## src/rtl/sram_like_arbiter.sv

```systemverilog
// Two-to-one SRAM-like arbiter: fixed data>inst priority with grant locking on the
// address phase, and in-order response routing through a 1-bit owner FIFO.
module sram_like_arbiter #(
   parameter int OUTSTANDING = 2
) (
   input  logic                         clk,
   input  logic                         resetn,
   input  logic                         inst_req,
   input  logic                         inst_wr,
   input  logic [1:0]                   inst_size,
   input  logic [3:0]                   inst_wstrb,
   input  logic [31:0]                  inst_addr,
   input  logic [31:0]                  inst_wdata,
   output logic                         inst_addr_ok,
   output logic                         inst_data_ok,
   output logic [31:0]                  inst_rdata,
   input  logic                         data_req,
   input  logic                         data_wr,
   input  logic [1:0]                   data_size,
   input  logic [3:0]                   data_wstrb,
   input  logic [31:0]                  data_addr,
   input  logic [31:0]                  data_wdata,
   output logic                         data_addr_ok,
   output logic                         data_data_ok,
   output logic [31:0]                  data_rdata,
   output logic                         mem_req,
   output logic                         mem_wr,
   output logic [1:0]                   mem_size,
   output logic [3:0]                   mem_wstrb,
   output logic [31:0]                  mem_addr,
   output logic [31:0]                  mem_wdata,
   input  logic                         mem_addr_ok,
   input  logic                         mem_data_ok,
   input  logic [31:0]                  mem_rdata,
   output logic [$clog2(OUTSTANDING):0] outstanding_cnt,
   output logic                         err_orphan_ok
);

   localparam int PW = (OUTSTANDING > 1) ? $clog2(OUTSTANDING) : 1;
   localparam int CW = $clog2(OUTSTANDING) + 1;

   logic          lock_valid;
   logic          lock_owner;
   logic          fifo_q [OUTSTANDING];
   logic [PW-1:0] wr_ptr;
   logic [PW-1:0] rd_ptr;
   logic [CW-1:0] cnt;

   logic grant;
   logic gnt_req;
   logic fifo_full;
   logic fifo_empty;
   logic accept;
   logic pop;
   logic head;

   function automatic logic [PW-1:0] ptr_inc(input logic [PW-1:0] p);
      if (p == PW'(OUTSTANDING - 1)) return '0;
      else return p + PW'(1);
   endfunction

   // Grant forced to inst while in reset so the payload idles on the inst master.
   assign grant      = !resetn ? 1'b0 : (lock_valid ? lock_owner : data_req);
   assign gnt_req    = grant ? data_req : inst_req;
   assign fifo_full  = (cnt == CW'(OUTSTANDING));
   assign fifo_empty = (cnt == '0);
   assign mem_req    = resetn & !fifo_full & gnt_req;
   assign accept     = mem_req & mem_addr_ok;
   assign pop        = mem_data_ok & !fifo_empty;
   assign head       = fifo_q[rd_ptr];

   assign mem_wr    = grant ? data_wr    : inst_wr;
   assign mem_size  = grant ? data_size  : inst_size;
   assign mem_wstrb = grant ? data_wstrb : inst_wstrb;
   assign mem_addr  = grant ? data_addr  : inst_addr;
   assign mem_wdata = grant ? data_wdata : inst_wdata;

   assign inst_addr_ok = accept & !grant;
   assign data_addr_ok = accept &  grant;
   assign inst_data_ok = pop & !head;
   assign data_data_ok = pop &  head;
   assign inst_rdata   = mem_rdata;
   assign data_rdata   = mem_rdata;

   assign outstanding_cnt = cnt;

   always_ff @(posedge clk or negedge resetn) begin
      if (!resetn) begin
         lock_valid    <= 1'b0;
         lock_owner    <= 1'b0;
         wr_ptr        <= '0;
         rd_ptr        <= '0;
         cnt           <= '0;
         err_orphan_ok <= 1'b0;
      end else begin
         // Hold the grant across a stalled address phase, release on accept.
         if (accept) begin
            lock_valid <= 1'b0;
         end else if (mem_req) begin
            lock_valid <= 1'b1;
            lock_owner <= grant;
         end
         if (accept) wr_ptr <= ptr_inc(wr_ptr);
         if (pop)    rd_ptr <= ptr_inc(rd_ptr);
         if (accept && !pop)      cnt <= cnt + CW'(1);
         else if (!accept && pop) cnt <= cnt - CW'(1);
         if (mem_data_ok && fifo_empty) err_orphan_ok <= 1'b1;
      end
   end

   // Owner storage is pure data; validity is tracked by the pointers and count.
   always_ff @(posedge clk) begin
      if (accept) fifo_q[wr_ptr] <= grant;
   end

endmodule

```

## config.mk

```make
export PLATFORM = sky130hd
export DESIGN_NAME = sram_like_arbiter
export DESIGN_NICKNAME = d
export VERILOG_FILES = /design/src/rtl/sram_like_arbiter.sv
export SDC_FILE = /design/constraint.sdc
export NUM_CORES = 1
export LEC_CHECK = 0
export ABC_AREA = 0
export CAP_MARGIN = 25
export CORE_AREA = 2 2 124 126
export DETAILED_ROUTE_END_ITERATION = 8
export DIE_AREA = 0 0 126 128
export SYNTH_ARGS = -nofsm -noshare
export SYNTH_HDL_FRONTEND = slang
export SYNTH_SLANG_ARGS = --single-unit
```

## constraint.sdc

```tcl
create_clock -name clk -period 4.47 [get_ports clk]
set_clock_uncertainty 0.2 [all_clocks]
set_input_delay 0.447 -clock clk [delete_from_list [all_inputs] [get_ports clk]]
set_output_delay 0.447 -clock clk [all_outputs]
set_load 0.005 [all_outputs]
```

==> impl_results.md, run 1 <==
* Max VDD drop at 0.000154 V
* Mean Syn Cell Area at 10.5 um^2
* Internal Power at between 0.0009 and 0.001 W
* Post-Synth XOR/XNOR Area at 0.0217
* Power share of the clock group at 0.122
* Total GRT Usage at 0.0940
* Vias in the first global route at 2096
* Cts hold-fix bufs at 0
* Slew at the pin closest to its max-slew limit at 0.552 ns
* Min-Delay Path Class: flop to flop
* Final hold vios at 0
* Multi-input gate area at roughly 1200 um^2
* P_sw at roughly 0.00038 W
* CP max FO at 30
* Register area share after synthesis at 0.117
* Half-perimeter wire length after placement at 7280 um
* Leak at around 1.7 nW
* Endpoint of the worst-slack reg-to-reg timing path: outstanding_cnt[1]
* Fin crit period at 3.31 ns
* Synthesized-area fraction occupied by adder cells at 0.00621
* Fill cell count at roughly 1.6k
* P&R area growth vs syn at 102%
* Die X at 126 um
* GRT overflow at 0
* Netlist Area Pre-Place at 2020 um^2
* Worst reg2reg path startpoint: outstanding_cnt[0]
* Nets at 535
* Slew HR at 0.628
* DRC viols at 0
* Initial antenna violation count at 0
* Via/cell ratio at 3.66
* Post-synthesis mux area share at 0.500
* WP data arrival at 2.66 ns
* Min-delay src: err_orphan_ok
* Combinational Power Share at 0.760
* Initial core utilization at 0.136
* Initial DRC count at 33
* Simple-gate share of the synthesized area at 0.0515
* DRT antenna net count at 0
* Crit end category: output pin
* Final Cell Area at 4070 um^2
* Number of I/O pins at 323
* Reg2reg setup slack at about 2.6 ns
* Syn nets at about 370
* Largest family of logic cells by synthesized area: multiplexers
* Clock sink count at 9
* Yosys warnings at 0
* Clk Latency, worst-skew pair at 0.24 ns
* Post-synthesis compound-gate area fraction at 0.0217
* H-Tree Depth at 1
* Num CTS Buffers at 3
* Die footprint at 16100 um^2
* CTS Buffer Depth at 2
* Pin count of the biggest net entering global routing at 46
* Outcome: finished clean
* Postcts setup bufs at 0
* Synth Register Bits at 9
* RSZ-0062 raised after global routing: false
* Setup total negative slack at 0 ns
* Placed insts at 537
* Core Footprint at roughly 15000 um^2
* Routed WL at between 8000 and 9000 um
* Final non-filler cell total at 541
* Total power at 0.00129 W
* Port Buffers at 226
* Final period utilization at 0.740
* CTS tree: yes
* Post-cts sizing count at 0
* Clock Tree Root: clkbuf_16
* Final hold slack at between 0.2 and 0.3 ns
* Post-Syn Instances at 192
* Via count at between 1.5k and 2k
* Max Cap Violations at 0
* Reg area at 235 um^2
* Setup Crit Path Kind: input port to output pin
* GPL Wtd Cong at 0.789
* Max-slew violation count at 0
* Switch share at 0.298
* Routed WL per cell at approximately 15 um
* Clock-pin slew of the registers on the worst-case setup and hold paths at 0.04 ns
* P per Cell Area at 316 nW/um^2
* First-pass GRT wire length at 11800 um
* Max Freq at 302 MHz
* Die Y-Extent at between 100 and 150 um
* Netlist cell types at 27
* Setup-failing EPs final at 0
* # rows at 45
* Hold EP: err_orphan_ok
* Sequential Power Share at 0.118
* Iteration count of the initial detailed-routing pass at 4
* Placed cell area at 4000 um^2
* R2R depth at 7
* Share of cells above drive strength 1 at 0.227
* Crit path launch type: input port
* WP data required at between 3 and 4 ns
* Hold Path Depth at 1
* Number of diodes at 0
[logic make-up (layout without fill, tap and decap cells)]
kind of cell | after synthesis | after routing
flip-flops | 9 | 9
buffers and inverters | 75 | 236
XOR/XNOR | 5 | 5
multiplexers | 74 | 74
AND/OR/NAND/NOR | 20 | 20
adder cells (fa/ha/maj) | 1 | 1
AO/OA/AOI/OAI | 8 | 8
[stage by stage]
step            util  setup WS [ns]
2_1_floorplan      -           2.42
4_1_cts        0.274           1.16
3_5_place_dp   0.269           1.16
3_3_place_gp   0.269           1.21
5_1_grt        0.274           1.08
6_report       0.274           1.16
[synthesized netlist by cell type]
master / number / area share
a21oi_1: 2 / 0.0050
xor2_1: 3 / 0.013
nand2b_1: 1 / 0.0031
a31oi_1: 1 / 0.0031
inv_1: 2 / 0.0037
edfxtp_1: 2 / 0.030
dfrtp_1: 7 / 0.087
nand2_2: 1 / 0.0031
inv_2: 1 / 0.0019
nand2_1: 2 / 0.0037
buf_4: 64 / 0.24
a21o_1: 1 / 0.0037
o21ai_0: 4 / 0.0099
nor2b_1: 1 / 0.0031
ha_1: 1 / 0.0062
or3b_1: 1 / 0.0043
nand3_1: 2 / 0.0050
and3_1: 2 / 0.0062
xnor2_1: 2 / 0.0087
nor2_1: 6 / 0.011
mux2_2: 25 / 0.14
and2_1: 3 / 0.0093
nor3_1: 1 / 0.0025
mux2_4: 47 / 0.35
buf_2: 2 / 0.0050
mux2i_1: 2 / 0.0099
buf_6: 6 / 0.034
[routing by layer]
metal / up-vias / GRT usage / routed length (um)
met1: 882 / 0.112 / 3340
met3: 11 / 0.0355 / 911
met5: - / 0 / 0
met2: 174 / 0.164 / 4040
met4: 0 / 0.0168 / 65
li1: 915 / - / -
[power by group through the flow]
stage	clock, W	sequential, W	combinational (W)
floorplan	0	0.000146	0.000545
global placement	0	0.000151	0.000978
detailed placement	0	0.000154	0.000988
CTS	0.000161	0.000153	0.000995
global route	0.000163	0.000157	0.00104
finish	0.000157	0.000152	0.000978
[cell type report]
cell class                      instances  area share
Clock buffer                            4      0.0193
Inverter                                3     0.00276
Multi-Input combinational cell        108       0.299
Sequential cell                         9      0.0577
Tap cell                              188      0.0577
Timing Repair Buffer                  229       0.564
[critical path, stage by stage]
cell,delay (ns)
clkdlybuf4s50_1,0.50
mux2_4,0.32
nand2_4,0.08
buf_4,0.43
mux2_2,0.40
clkdlybuf4s50_1,0.46
[registers in the layout (all words and copies together) (netlist names)]
| signal | cells |
|---|---|
| wr_ptr | 1 |
| outstanding_cnt | 2 |
| err_orphan_ok | 1 |
| fifo_q | 2 |
| rd_ptr | 1 |
| lock_valid | 1 |
| lock_owner | 1 |
[how the worst max path moves through the flow]
stage               startpoint       endpoint  slack [ns]  cells past startpoint
floorplan             data_req    mem_addr[0]        2.42                      5
global placement      data_req         mem_wr        1.21                      6
detailed placement    data_req         mem_wr        1.16                      6
CTS                   data_req         mem_wr        1.16                      6
global route          data_req         mem_wr        1.08                      6
finish                data_req  mem_wdata[14]        1.16                      6
[layout by cell type (no fill, tap or decap), drive strengths merged, types with 2 or more instances in the layout]
master / count
mux2i: 2
dfrtp: 7
buf: 3
edfxtp: 2
a21oi: 2
nor2: 6
nand3: 2
inv: 3
and2: 3
clkdlybuf4s50: 226
xnor2: 2
o21ai: 4
xor2: 3
and3: 2
clkbuf: 4
nand2: 3
mux2: 72
Note: power is estimated with default switching activity, not from simulation.
==> run 2: changes to the inputs <==
clock period = 2.7 ns   (was 4.47 ns; I/O delays follow)
==> impl_results.md, run 2 (synthesized netlist as in run 1, its figures left out) <==
* Outcome: finished clean
* Cts hold-fix bufs at 0
* R2R depth at 5
* Total GRT Usage at 0.0906
* RSZ-0062 raised after global routing: true
* Slew HR at 0.637
* WP data required at 2.23 ns
* P&R area growth vs syn at 106%
* Die footprint at about 16000 um^2
* Clock Tree Root: clkbuf_16
* Max-slew violation count at 0
* Setup Crit Path Kind: input port to output pin
* GPL Wtd Cong at between 0.7 and 0.8
* Slew at the pin closest to its max-slew limit at 0.539 ns
* Die Y-Extent at 128 um
* CTS tree: yes
* Clock sink count at 9
* Endpoint of the worst-slack reg-to-reg timing path: outstanding_cnt[1]
* Nets at 537
* Number of diodes at 0
* Pin count of the biggest net entering global routing at 45
* Multi-input gate area at 1220 um^2
* Via/cell ratio at around 3.6
* Routed WL at 8180 um
* Leak at 1.82 nW
* Reg2reg setup slack at 0.84 ns
* Reg area at between 200 and 250 um^2
* Initial core utilization at 0.136
* Setup-failing EPs final at 0
* Port Buffers at approximately 230
* H-Tree Depth at 1
* Iteration count of the initial detailed-routing pass at 4
* Min-Delay Path Class: flop to flop
* Crit path launch type: input port
* Worst reg2reg path startpoint: outstanding_cnt[0]
* Initial antenna violation count at 0
* Final hold vios at 0
* Most common cell after layout, fill and taps aside: clkdlybuf4s50_1
* GRT overflow at 0
* Clk Latency, worst-skew pair at roughly 0.23 ns
* Hold Path Depth at 1
* Number of I/O pins at 323
* Crit end category: output pin
* Via count at 1981
* Clock-pin slew of the registers on the worst-case setup and hold paths at approximately 0.040 ns
* Hold EP: err_orphan_ok
* Postcts setup bufs at 0
* # rows at 45
* Core Footprint at 14900 um^2
* Num CTS Buffers at 3
* DRT antenna net count at 0
* Share of cells above drive strength 1 at 0.231
* Die X at 126 um
* CP max FO at 44
* DRC viols at 0
* Max VDD drop at about 0.00042 V
* Initial DRC count at 25
* CTS Buffer Depth at 2
* P per Cell Area at 519 nW/um^2
* Routed WL per cell at 15.1 um
* Final non-filler cell total at ~540
* Half-perimeter wire length after placement at between 7000 and 8000 um
* Fill cell count at about 1.5k
* Vias in the first global route at 2061
* Min-delay src: err_orphan_ok
* WP data arrival at 2.23 ns
* Max Cap Violations at 0
* First-pass GRT wire length at 11500 um
* Final core occ at 0.279
* Fin crit period at 2.70 ns
* Most frequent cells in the layout: 211 x clkdlybuf4s50_1, 47 x mux2_4, 25 x mux2_2
* Final period utilization at 0.998
* Placed insts at 539
* Max Freq at 371 MHz
-- run 2: report_power, final --
part	total (W)	leakage (nW)	switching [W]	internal, W
logic	0.00164	1.68	0.000523	0.00112
clock network	0.000261	0.0382	0.0000638	0.000197
registers	0.000252	0.0952	0.0000583	0.000194
total	0.00215	1.82	0.000645	0.00151
-- run 2: worst max path at each step --
stage,from,endpoint,slack [ns],cells past startpoint
after global placement,data_req,mem_wdata[10],-0.02,6
after detailed placement,data_req,mem_wdata[10],-0.03,6
after CTS,data_req,mem_wdata[9],0.00002,6
final,data_req,mem_wdata[9],0.005,6
after global routing,data_req,mem_wdata[9],-0.04,6
after floorplan,lock_valid,mem_addr[0],0.85,5
-- run 2: worst max-delay path: stages --
cell and delay (ns):
clkdlybuf4s50_1 0.43, mux2_4 0.29, nand2_4 0.11, buf_16 0.25
mux2_2 0.38, clkdlybuf4s50_1 0.45
-- run 2: layout make-up --
cell class                 count  area share
multi-input combinational    108       0.294
tap                          188      0.0568
clock buffer                   4      0.0190
inverter                       3     0.00272
timing repair buffer         231       0.571
sequential                     9      0.0568
-- run 2: repair_timing --
item,in CTS,in global routing
setup endpoints to repair,2,27
gates resized for setup,5,12
cloned,0,0
-- run 2: metrics by stage --
stage / instance area, um^2 / setup TNS, ns / setup WS [ns] / total power [W] / hold WS (ns)
detailed placement: 4020 / -0.0525 / -0.0316 / 0.00191 / 0.258
floorplan: 2020 / 0 / 0.846 / 0.00114 / -0.226
global route: 4140 / -0.407 / -0.0417 / 0.00227 / 0.280
CTS: 4110 / 0 / 0.0000158 / 0.00219 / 0.264
global placement: 4020 / -0.0210 / -0.0210 / 0.00189 / 0.249
finish: 4140 / 0 / 0.00494 / 0.00215 / 0.259
-- run 2: layer usage --
metal  wire (um)  GRT usage  vias up  share of wire
met5           0          0        -              0
met4          72     0.0162        0         0.0088
met3         849     0.0292       12           0.10
met2        4030      0.159      172           0.49
met1        3230      0.109      875           0.39
li1            -          -      922              -
==> run 3: changes to the inputs <==
CORE_AREA = 4 4 122 124   (was 2 2 124 126)
==> impl_results.md, run 3 (synthesized netlist as in run 1, its figures left out) <==
* Half-perimeter wire length after placement at between 7000 and 8000 um
* Most common cell after layout, fill and taps aside: clkdlybuf4s50_1
* Core Footprint at 13800 um^2
* Clock-pin slew of the registers on the worst-case setup and hold paths at 0.04 ns
* Number of I/O pins at 323
* Max-slew violation count at 0
* Die Y-Extent at 128 um
* Total GRT Usage at 0.0939
* GRT overflow at 0
* Setup-failing EPs final at 0
* P per Cell Area at 524 nW/um^2
* Pin count of the biggest net entering global routing at 36
* Port Buffers at roughly 230
* GPL Wtd Cong at 0.823
* Die footprint at 16100 um^2
* Num CTS Buffers at 3
* Number of diodes at 0
* WP data required at about 2.2 ns
* CTS Buffer Depth at 2
* Final period utilization at 0.979
* Routed WL at between 8000 and 9000 um
* Clock Tree Root: clkbuf_16
* Combinational Power Share at 0.763
* Max Cap Violations at 0
* Slew at the pin closest to its max-slew limit at ~0.5 ns
* Fin crit period at 2.64 ns
* Clk Latency, worst-skew pair at 0.24 ns
* Vias in the first global route at 2284
* Setup Crit Path Kind: input port to output pin
* P&R area growth vs syn at 105%
* CTS tree: yes
* Crit path launch type: input port
* DRC viols at 0
* Crit end category: output pin
* Final setup margin at between 0.05 and 0.06 ns
* CP max FO at 33
* Clock sink count at 9
* Fill cell count at 1437
* Placed insts at 532
* Final hold vios at 0
* Power share of the clock group at 0.122
* Pre-CTS WS at -0.0101 ns
* Max VDD drop at 0.000315 V
* Initial antenna violation count at 0
* Min-Delay Path Class: input port to asynchronous set/reset pin
* P_sw at 0.000650 W
* # rows at 43
* Max Freq at 378 MHz
* Initial DRC count at 28
* First-pass GRT wire length at 12100 um
* Via count at approximately 2k
* Via/cell ratio at 3.77
* Most frequent cells in the layout: 216 x clkdlybuf4s50_1, 51 x mux2_4, 21 x mux2_2
* Nets at 538
* Outcome: finished clean
* Sequential Power Share at 0.115
* H-Tree Depth at 1
* Internal Power at 0.00152 W
* WP data arrival at 2.17 ns
* Switch share at 0.299
* Die X at 126 um
* DRT antenna net count at 0
* Slew HR at 0.662
* Leak at 1.80 nW
* Routed WL per cell at about 16 um
* Share of cells above drive strength 1 at 0.233
* Cts hold-fix bufs at 0
* Initial core utilization at 0.146
* RSZ-0062 raised after global routing: true
* Final non-filler cell total at approximately 540
* Iteration count of the initial detailed-routing pass at 4
[run 3: cell count changes in the layout (fill, tap and decap cells not counted), sizes merged]
cell           before  now
dlygate4sd2         3    2
clkdlybuf4s50     211  216
dlymetal6s2s       12    8
buf                 5    6
[run 3: worst paths after layout]
kind | from | endpoint | slack [ns] | cells after the start
max reg2reg | lock_owner | outstanding_cnt[1] | 0.84 | 7
min in group clk | err_orphan_ok | err_orphan_ok | 0.27 | 1
max in group asynchronous | resetn | err_orphan_ok | 1.91 | 2
max | data_req | mem_size[1] | 0.06 | 6
min reg2reg | err_orphan_ok | err_orphan_ok | 0.27 | 1
min | resetn | lock_owner | 0.25 | 2
[run 3: layout make-up]
class	instances	area [um^2]	share of cell area
tap	180	225	0.0544
timing repair buffer	232	2360	0.570
multi-input combinational	108	1230	0.297
inverter	3	11.3	0.00272
sequential	9	235	0.0568
clock buffer	4	78.8	0.0190
[run 3: power groups by stage]
stage	Combinational, W	Clock, W	Sequential (W)
final	0.00166	0.000265	0.000249
after global routing	0.00177	0.000276	0.000258
after CTS	0.00169	0.000268	0.000248
after detailed placement	0.00168	0	0.000249
after global placement	0.00166	0	0.000249
after floorplan	0.000901	0	0.000242
[run 3: through the flow]
step | utilization | hold slack, ns | TNS [ns] | cell area (um^2) | total power [W]
floorplan | - | -0.226 | 0 | 2020 | 0.00114
global placement | 0.292 | 0.246 | 0 | 4020 | 0.00191
detailed placement | 0.292 | 0.258 | -0.0130 | 4020 | 0.00193
CTS | 0.298 | 0.265 | 0 | 4100 | 0.00221
global route | 0.301 | 0.275 | -0.00924 | 4140 | 0.00231
finish | 0.301 | 0.249 | 0 | 4140 | 0.00217
[run 3: timing repair]
item,CTS,global route
resized for setup,3,12
hold endpoints to repair,0,0
setup buffers,0,0
pin swaps,0,1
endpoints found under the setup margin,2,15
[run 3: layer usage]
layer  wire length (um)  share of wire  GRT usage
met5                  0              0          0
met4                 53         0.0064     0.0132
met3               1330           0.16     0.0558
met2               3860           0.46      0.161
met1               3100           0.37      0.103
[run 3: critical path: stages]
cell and delay (ns):
clkdlybuf4s50_1 0.44, mux2_4 0.29, nand2_4 0.10, buf_12 0.22, mux2_2 0.37, clkdlybuf4s50_1 0.45
